[src/rtl/seg7_ctrl_pkg.sv]
// Shared types and constants for the three-pair seven-segment display controller.
package seg7_ctrl_pkg;

  localparam int NUM_PAIRS = 3;

  typedef logic [1:0] pair_sel_t;

  localparam pair_sel_t PAIR_ALL = 2'd3;

  typedef enum logic [1:0] {
    LAMP  = 2'd0,
    IDLE  = 2'd1,
    GRANT = 2'd2
  } ctrl_state_e;

  // One bit per display pair touched by a write; PAIR_ALL touches every pair.
  function automatic logic [NUM_PAIRS-1:0] pair_mask(input pair_sel_t sel);
    logic [NUM_PAIRS-1:0] m;
    m = '0;
    if (sel == PAIR_ALL) begin
      m = '1;
    end else begin
      for (int i = 0; i < NUM_PAIRS; i++) begin
        if (sel == pair_sel_t'(i)) m[i] = 1'b1;
      end
    end
    return m;
  endfunction

endpackage

[src/rtl/blink_prescaler.sv]
// Free-running divider: phase toggles each time the counter wraps at BLINK_DIV-1.
module blink_prescaler #(
  parameter int BLINK_DIV = 25_000_000
) (
  input  logic clk,
  input  logic reset,
  output logic phase
);

  localparam int CW = (BLINK_DIV > 1) ? $clog2(BLINK_DIV) : 1;

  logic [CW-1:0] cnt_q, cnt_d;
  logic          phase_q, phase_d;
  logic          wrap;

  always_comb begin
    wrap    = (cnt_q == CW'(BLINK_DIV - 1));
    cnt_d   = wrap ? '0 : cnt_q + CW'(1);
    phase_d = phase_q ^ wrap;
  end

  always_ff @(posedge clk) begin
    if (reset) begin
      cnt_q   <= '0;
      phase_q <= 1'b0;
    end else begin
      cnt_q   <= cnt_d;
      phase_q <= phase_d;
    end
  end

  assign phase = phase_q;

endmodule

[src/rtl/seg7_display_ctrl.sv]
// Two-requester round-robin write port onto three display pairs, with lamp test and blink.
// Handshake: a requester holds req/pair/data until its one-cycle gnt; inputs are sampled only on the granting edge.
module seg7_display_ctrl
  import seg7_ctrl_pkg::*;
#(
  parameter int LAMP_CYCLES = 50_000_000,
  parameter int BLINK_DIV   = 25_000_000
) (
  input  logic                          clk,
  input  logic                          reset,
  input  logic [1:0]                    req,
  input  pair_sel_t                     pair_a,
  input  pair_sel_t                     pair_b,
  input  logic [7:0]                    data_a,
  input  logic [7:0]                    data_b,
  input  logic                          lamp_test,
  input  logic                          blink_en,
  output logic [1:0]                    gnt,
  output logic [NUM_PAIRS-1:0][7:0]     pair_data,
  output logic [NUM_PAIRS-1:0]          pair_blank,
  output logic [NUM_PAIRS-1:0]          pair_test,
  output logic                          busy,
  output ctrl_state_e                   state_o
);

  localparam int LW = (LAMP_CYCLES > 1) ? $clog2(LAMP_CYCLES) : 1;

  ctrl_state_e                 state_q, state_d;
  logic [LW-1:0]               lamp_cnt_q, lamp_cnt_d;
  logic                        prio_b_q, prio_b_d;
  logic [NUM_PAIRS-1:0][7:0]   data_q, data_d;
  logic [NUM_PAIRS-1:0]        valid_q, valid_d;
  logic [1:0]                  gnt_q, gnt_d;
  logic [NUM_PAIRS-1:0]        blank_q, blank_d, test_q, test_d;
  logic                        busy_q, busy_d;
  logic                        phase;
  logic                        win_b;
  pair_sel_t                   wsel;
  logic [7:0]                  wdata;
  logic [NUM_PAIRS-1:0]        wmask;

  blink_prescaler #(.BLINK_DIV(BLINK_DIV)) u_blink (
    .clk   (clk),
    .reset (reset),
    .phase (phase)
  );

  // B wins when it is alone or when the pointer favours it on contention.
  assign win_b = req[1] & (~req[0] | prio_b_q);

  always_comb begin
    state_d    = state_q;
    lamp_cnt_d = lamp_cnt_q;
    prio_b_d   = prio_b_q;
    data_d     = data_q;
    valid_d    = valid_q;
    gnt_d      = 2'b00;
    wsel       = win_b ? pair_b : pair_a;
    wdata      = win_b ? data_b : data_a;
    wmask      = pair_mask(wsel);
    unique case (state_q)
      LAMP: begin
        if (lamp_cnt_q == LW'(LAMP_CYCLES - 1)) begin
          state_d    = IDLE;
          lamp_cnt_d = '0;
        end else begin
          lamp_cnt_d = lamp_cnt_q + LW'(1);
        end
      end
      IDLE: begin
        if (lamp_test) begin
          state_d    = LAMP;
          lamp_cnt_d = '0;
        end else if (|req) begin
          state_d  = GRANT;
          gnt_d    = win_b ? 2'b10 : 2'b01;
          prio_b_d = ~win_b;
          for (int i = 0; i < NUM_PAIRS; i++) begin
            if (wmask[i]) data_d[i] = wdata;
          end
          valid_d = valid_q | wmask;
        end
      end
      GRANT: state_d = IDLE;
      default: state_d = LAMP;
    endcase
    // Outputs are registered from next-state values so they line up with state_q.
    test_d  = (state_d == LAMP) ? '1 : '0;
    blank_d = (state_d == LAMP) ? '0 : (~valid_d | {NUM_PAIRS{blink_en & phase}});
    busy_d  = (state_d != IDLE);
  end

  always_ff @(posedge clk) begin
    if (reset) begin
      state_q    <= LAMP;
      lamp_cnt_q <= '0;
      prio_b_q   <= 1'b0;
      data_q     <= '0;
      valid_q    <= '0;
      gnt_q      <= 2'b00;
      blank_q    <= '0;
      test_q     <= '1;
      busy_q     <= 1'b1;
    end else begin
      state_q    <= state_d;
      lamp_cnt_q <= lamp_cnt_d;
      prio_b_q   <= prio_b_d;
      data_q     <= data_d;
      valid_q    <= valid_d;
      gnt_q      <= gnt_d;
      blank_q    <= blank_d;
      test_q     <= test_d;
      busy_q     <= busy_d;
    end
  end

  assign gnt        = gnt_q;
  assign pair_data  = data_q;
  assign pair_blank = blank_q;
  assign pair_test  = test_q;
  assign busy       = busy_q;
  assign state_o    = state_q;

endmodule

[config.mk]
export PLATFORM = sky130hd
export DESIGN_NAME = seg7_display_ctrl
export DESIGN_NICKNAME = d
export VERILOG_FILES = /design/src/rtl/seg7_ctrl_pkg.sv /design/src/rtl/blink_prescaler.sv /design/src/rtl/seg7_display_ctrl.sv
export SDC_FILE = /design/constraint.sdc
export NUM_CORES = 1
export LEC_CHECK = 0
export CORE_MARGIN = 5
export CORE_UTILIZATION = 49
export CTS_CLUSTER_DIAMETER = 150
export DETAILED_ROUTE_END_ITERATION = 12
export PLACE_DENSITY_LB_ADDON = 0.05
export SYNTH_ARGS = -nofsm -noshare
export SYNTH_HDL_FRONTEND = slang
export SYNTH_HIERARCHICAL = 1
export SYNTH_SLANG_ARGS = --single-unit
[constraint.sdc]
create_clock -name clk -period 2.1 [get_ports clk]
set_input_delay 0.42 -clock clk [delete_from_list [all_inputs] [get_ports clk]]
set_output_delay 0.42 -clock clk [all_outputs]
set_load 0.03 [all_outputs]
==> run metrics, run 1 <==
Tot GR Track Use 20.6%; r2r worst-path depth 6; Area Growth Syn to Fin 31.5%; Synth Warn # 6; initial antenna violation count 0; Initial Utilization about 50%; Final WS setup 0.0225 ns; Yosys top cell area share approximately 44%; Clk Latency, worst-skew pair approximately 0.36 ns; Sequential Power Share 52.5%; Cell variety after synth between 50 and 60; TritonCTS buffer count 9; FILL cells 698; Max Cap Viol 0; post-DP HPWL 7340 um; fin crit period 2.08 ns; Clk network pwr share 41.7%; Fmax slightly below 500 MHz; IO Pins 61; Max FO, Critical Path 6; commonest register cell after synthesis dfxtp_1; Slew HR 47.5%; Worst Hold Path EP u_blink/cnt_q[0]$_SDFF_PP0_; total clock sinks 89; Synth Instances between 400 and 500; Worst R2R Start lamp_cnt_q[0]$_SDFFE_PP0P_; worst vdd ir 0.000363 V; total power about 3.2 mW; TritonCTS clock tree done; Synth area leaders dfxtp_1 (44%), nor2_1 (6.0%), a211oi_1 (5.0%); worst hold stages 1; post-synth top area cell dfxtp_1; chip height roughly 100 um; DR DRC count 0; pre-CTS setup slack -0.0380 ns; Post-synth EDFFs 0; arrival time at the worst endpoint 2.33 ns; R2R setup slack 0.02 ns; Initial DRT Pass Iterations 5; final-report max-slew violation count 0; Fin. Hold Viols 0; Die W roughly 100 um; pwr dens 613 nW/um2; CTS H-Tree Depth 3; GPL Wtd Cong between 0.8 and 0.9; #FFs+latches synth 89; clock skew ~0.016 ns; Req. time, crit path approximately 2.4 ns; full die area 10100 um2; commonest non-fill, non-tap cells in the layout dfxtp_1 (84), nor2_1 (64), clkdlybuf4s50_1 (60); worst hold path type reg2reg; first-pass GRT wire length 17000 um; cts-stage hold buffer count 0; most common cell after layout, fill and taps aside dfxtp_1; Routed WL 10100 um; Tcrit/Tclk final 98.9%; Reg clk slew, reported paths around 0.1 ns; Setup CP Type reg2reg; Int Power around 2.5 mW; Post-Route Setup TNS 0 ns; Cell Rows 33; capturing point of the worst reg2reg path lamp_cnt_q[22]$_SDFFE_PP0P_; clock buffer depth 2; final setup fails 0; # diodes 0; sequential cell area fraction in the yosys report about 44%; fin nets 589; DRT iter0 DRCs 195; Post-Syn Nets 498; Avg Cell Area, Syn 8.57 um2; remaining antenna violation count after routing 0; ratio of cells with drive above 1 in the final layout 16.1%; Lkg Pwr approximately 1.9 nW; Critical Path Sink Type register; pin count of the biggest net entering global routing between 40 and 50; Combinational Power Share a little under 6%; RSZ-0062 raised after global routing yes; hold_sp u_blink/cnt_q[0]$_SDFF_PP0_; worst-margin pin slew 0.784 ns; grt total ovfl 0; cell chosen for the clock root clkbuf_8; CP startpoint kind register; P_sw 0.753 mW; DR vias 3745; Avg WL per Cell 15.0 um; ys async rst share 0%; drt via density 5.58; Post-Syn Area 4030 um2; vias in the first global route 3578; fraction of power spent switching nets 23.2%; status finished clean; IO buf count 60; Core Region between 8000 and 9000 um2
-- worst max-delay path, cell delays in order (launching register included) --
cell and delay, ns:
dfxtp_2 0.36, ha_4 0.15, nand3_4 0.08, or4_4 0.59, or4_4 0.44, a21o_1 0.19
a22o_1 0.17
-- power groups by stage --
| stage | registers (mW) | clock network, mW | logic (mW) |
|---|---|---|---|
| 6_report | 1.71 | 1.35 | 0.188 |
| 3_5_place_dp | 1.75 | 0 | 0.186 |
| 2_1_floorplan | 1.75 | 0 | 0.0837 |
| 4_1_cts | 1.71 | 1.39 | 0.187 |
| 5_1_grt | 1.71 | 1.48 | 0.202 |
| 3_3_place_gp | 1.74 | 0 | 0.182 |
-- worst max-delay path by stage --
stage                                        to                   startpoint
global placement    lamp_cnt_q[22]$_SDFFE_PP0P_   lamp_cnt_q[1]$_SDFFE_PP0P_
finish              lamp_cnt_q[22]$_SDFFE_PP0P_   lamp_cnt_q[0]$_SDFFE_PP0P_
floorplan           lamp_cnt_q[22]$_SDFFE_PP0P_   lamp_cnt_q[0]$_SDFFE_PP0P_
global route        lamp_cnt_q[22]$_SDFFE_PP0P_   lamp_cnt_q[0]$_SDFFE_PP0P_
detailed placement  lamp_cnt_q[22]$_SDFFE_PP0P_   lamp_cnt_q[3]$_SDFFE_PP0P_
CTS                 lamp_cnt_q[22]$_SDFFE_PP0P_  lamp_cnt_q[10]$_SDFFE_PP0P_
-- what timing repair did --
action | in CTS | in global routing
setup endpoints to repair | 1 | 30
gates resized for setup | 1 | 8
pin swaps | 2 | 4
setup buffers | 0 | 3
-- registers in the layout, summed over array words and instances, names as in the netlist --
name,flops
u_blink/cnt_q,25
valid_q,3
gnt,2
lamp_cnt_q,26
state_o,2
pair_blank,3
u_blink/phase,1
pair_test,1
prio_b_q,1
busy,1
pair_data,24
-- layer usage --
metal	wire length (um)	global-route usage, %	up-vias
met1	4820	28.2	1719
met3	605	3.94	13
li1	-	-	1899
met4	148	6.42	0
met5	0	0	-
met2	4510	32.9	114
-- through the flow --
stage,hold WS (ns),instances,util (%),instance area (um2)
2_1_floorplan,0.426,470,-,4050
3_3_place_gp,0.443,652,61.9,5010
3_5_place_dp,0.466,652,61.9,5010
4_1_cts,0.488,668,64.8,5240
5_1_grt,0.470,671,65.4,5300
6_report,0.437,671,65.4,5300
-- cell families after synthesis --
family                     count (synthesis)  share of synthesized area (%)
DFF                                       89                           44.2
muxes                                     11                           2.73
and+or+nand+nor                          208                           28.1
adders and majority gates                  2                          0.621
xor gates and xnor gates                  17                           3.70
AOI/OAI and AO/OA                        108                           16.7
buffers and inverters                     35                           3.91
-- area by class of cell --
cell class	count	area (um2)	area share (%)
repair buffers	102	953	18.0
multi-input cells	346	2140	40.4
clock inverters	7	109	2.06
inverters	13	48.8	0.922
clock buffers	9	124	2.34
well taps	105	131	2.48
flip-flops and latches	89	1790	33.8
-- synthesized netlist by cell type (all sizes together) (8+ instances only) --
cell	instances
nor2	64
clkbuf	13
nand2	26
a211oi	27
o21ai	20
or4	10
dfxtp	89
mux2i	11
or3	9
inv	13
a21oi	39
nor4	9
nand4	21
nor3	9
and3	8
nand3	19
buf	9
xnor2	15
No activity file was read; power rests on OpenSTA's default activity.
==> inputs of run 2 (changes only) <==
- CAP_MARGIN: unset -> 20
- SLEW_MARGIN: unset -> 0
==> results of run 2 <==
Same layout as run 1: the final DEF is identical, and so are final timing and power.
==> inputs of run 3 (changes only) <==
- CAP_MARGIN: 20 -> unset
- GPL_TIMING_DRIVEN: unset -> 0
==> run metrics, run 3 (synthesized netlist as in run 1, its figures left out) <==
Setup CP Type reg2reg; Routed WL 10300 um; Tot GR Track Use 21.0%; Req. time, crit path 2.35 ns; CP cell instances buf_6, nand4_1, or4_4, or4_4, a21o_1, a22o_1; DR vias 3816; total power 3.19 mW; CP bufs+invs 1; Int Power 2.46 mW; Clk network pwr share 40.7%; # diodes 0; CP startpoint kind register; CP max stage cell or4_4; cell chosen for the clock root clkbuf_8; fin crit period 2.07 ns; final-report max-slew violation count 0; pre-CTS setup slack -0.700 ns; DRT iter0 DRCs 217; Reg clk slew, reported paths approximately 0.09 ns; initial antenna violation count 0; remaining antenna violation count after routing 0; Cell Rows 33; TritonCTS clock tree done; Critical Path Sink Type register; IO buf count 59; commonest non-fill, non-tap cells in the layout dfxtp_1 (78), nor2_1 (63), clkdlybuf4s50_1 (59); Fin. Hold Viols 0; P_sw slightly above 0.7 mW; GPL Wtd Cong around 0.9; ratio of cells with drive above 1 in the final layout ~16%; IO Pins 61; Sequential Power Share 53.7%; Area Growth Syn to Fin 29.9%; Clk Latency, worst-skew pair 0.36 ns; CTS H-Tree Depth 3; Initial Utilization between 40 and 50%; Combinational Power Share 5.6%; post-DP HPWL between 7000 and 8000 um; drt via density about 5.8; vias in the first global route 3600; Core Region 8090 um2; Die W 101 um; most common cell after layout, fill and taps aside dfxtp_1; Final WS setup ~0.033 ns; TritonCTS buffer count 9; Max FO, Critical Path 6; Largest Register lamp_cnt_q; Avg WL per Cell about 16 um; Hold WS ~0.47 ns; Initial DRT Pass Iterations 5; clock skew 0.0148 ns; RSZ-0062 raised after global routing yes; flip-flop and latch area 1800 um2; grt total ovfl 0; first-pass GRT wire length between 15000 and 20000 um; full die area 10100 um2; final setup fails 0; total clock sinks 89; cell mode on critical path or4_4; Fmax between 400 and 500 MHz; pwr dens 609 nW/um2; slowest cell delay on critical path 0.60 ns; Lkg Pwr 1.79 nW; worst vdd ir 0.000324 V; Max Cap Viol 0; clock buffer depth 2; fraction of power spent switching nets 22.6%; chip height 101 um; max reg flops 26; arrival time at the worst endpoint approximately 2.3 ns; worst-margin pin slew 0.763 ns; Slew HR 49.2%; fin nets 579; multi-input gate area in the final layout 2230 um2; crit-path leading delay family simple AND/OR/NAND/NOR gates; DR DRC count 0; FILL cells 718; Tcrit/Tclk final between 90 and 100%; status finished clean; worst hold path type reg2reg; cts-stage hold buffer count 0; pin count of the biggest net entering global routing 16
[run 3: final cells by class]
type	count	share of cell area, %
multi-input combinational	346	42.6
sequential	89	34.4
timing repair buffer	70	12.9
tap	105	2.51
buffer	22	2.46
clock buffer	10	2.44
clock inverter	6	1.75
inverter	13	0.933
[run 3: repair_timing]
item / CTS / global route
setup buffers: 2 / 9
endpoints found under the setup margin: 63 / 77
pin swaps: 1 / 11
gates resized for setup: 15 / 34
[run 3: path summary, 6_finish.rpt]
check                                                 start                           to  slack, ns  cells past startpoint
worst max register to register   lamp_cnt_q[7]$_SDFFE_PP0P_  lamp_cnt_q[22]$_SDFFE_PP0P_       0.03                      6
worst min register to register  u_blink/cnt_q[0]$_SDFF_PP0_  u_blink/cnt_q[0]$_SDFF_PP0_       0.47                      1
worst max-delay path             lamp_cnt_q[7]$_SDFFE_PP0P_  lamp_cnt_q[22]$_SDFFE_PP0P_       0.03                      6
worst min-delay path            u_blink/cnt_q[0]$_SDFF_PP0_  u_blink/cnt_q[0]$_SDFF_PP0_       0.47                      1
[run 3: power by group through the flow]
stage	sequential [mW]	combinational, mW	clock [mW]
floorplan	1.75	0.0837	0
global placement	1.75	0.155	0
detailed placement	1.75	0.157	0
CTS	1.71	0.170	1.32
global route	1.71	0.195	1.40
finish	1.71	0.179	1.30
[run 3: routing by layer]
metal	vias to the layer above	track usage, %	wire length (um)
li1	1885	-	-
met1	1813	28.8	4910
met2	102	33.1	4710
met3	16	3.94	514
met4	0	7.25	176
met5	-	0	0
[run 3: per-stage QoR]
step | cells | TNS, ns | utilization, % | cell area, um2
floorplan | 470 | 0 | - | 4050
global placement | 634 | -19.58 | 59.0 | 4770
detailed placement | 634 | -21.30 | 59.0 | 4770
CTS | 652 | -3.13 | 62.6 | 5060
global route | 661 | -0.0616 | 64.6 | 5230
finish | 661 | 0 | 64.6 | 5230
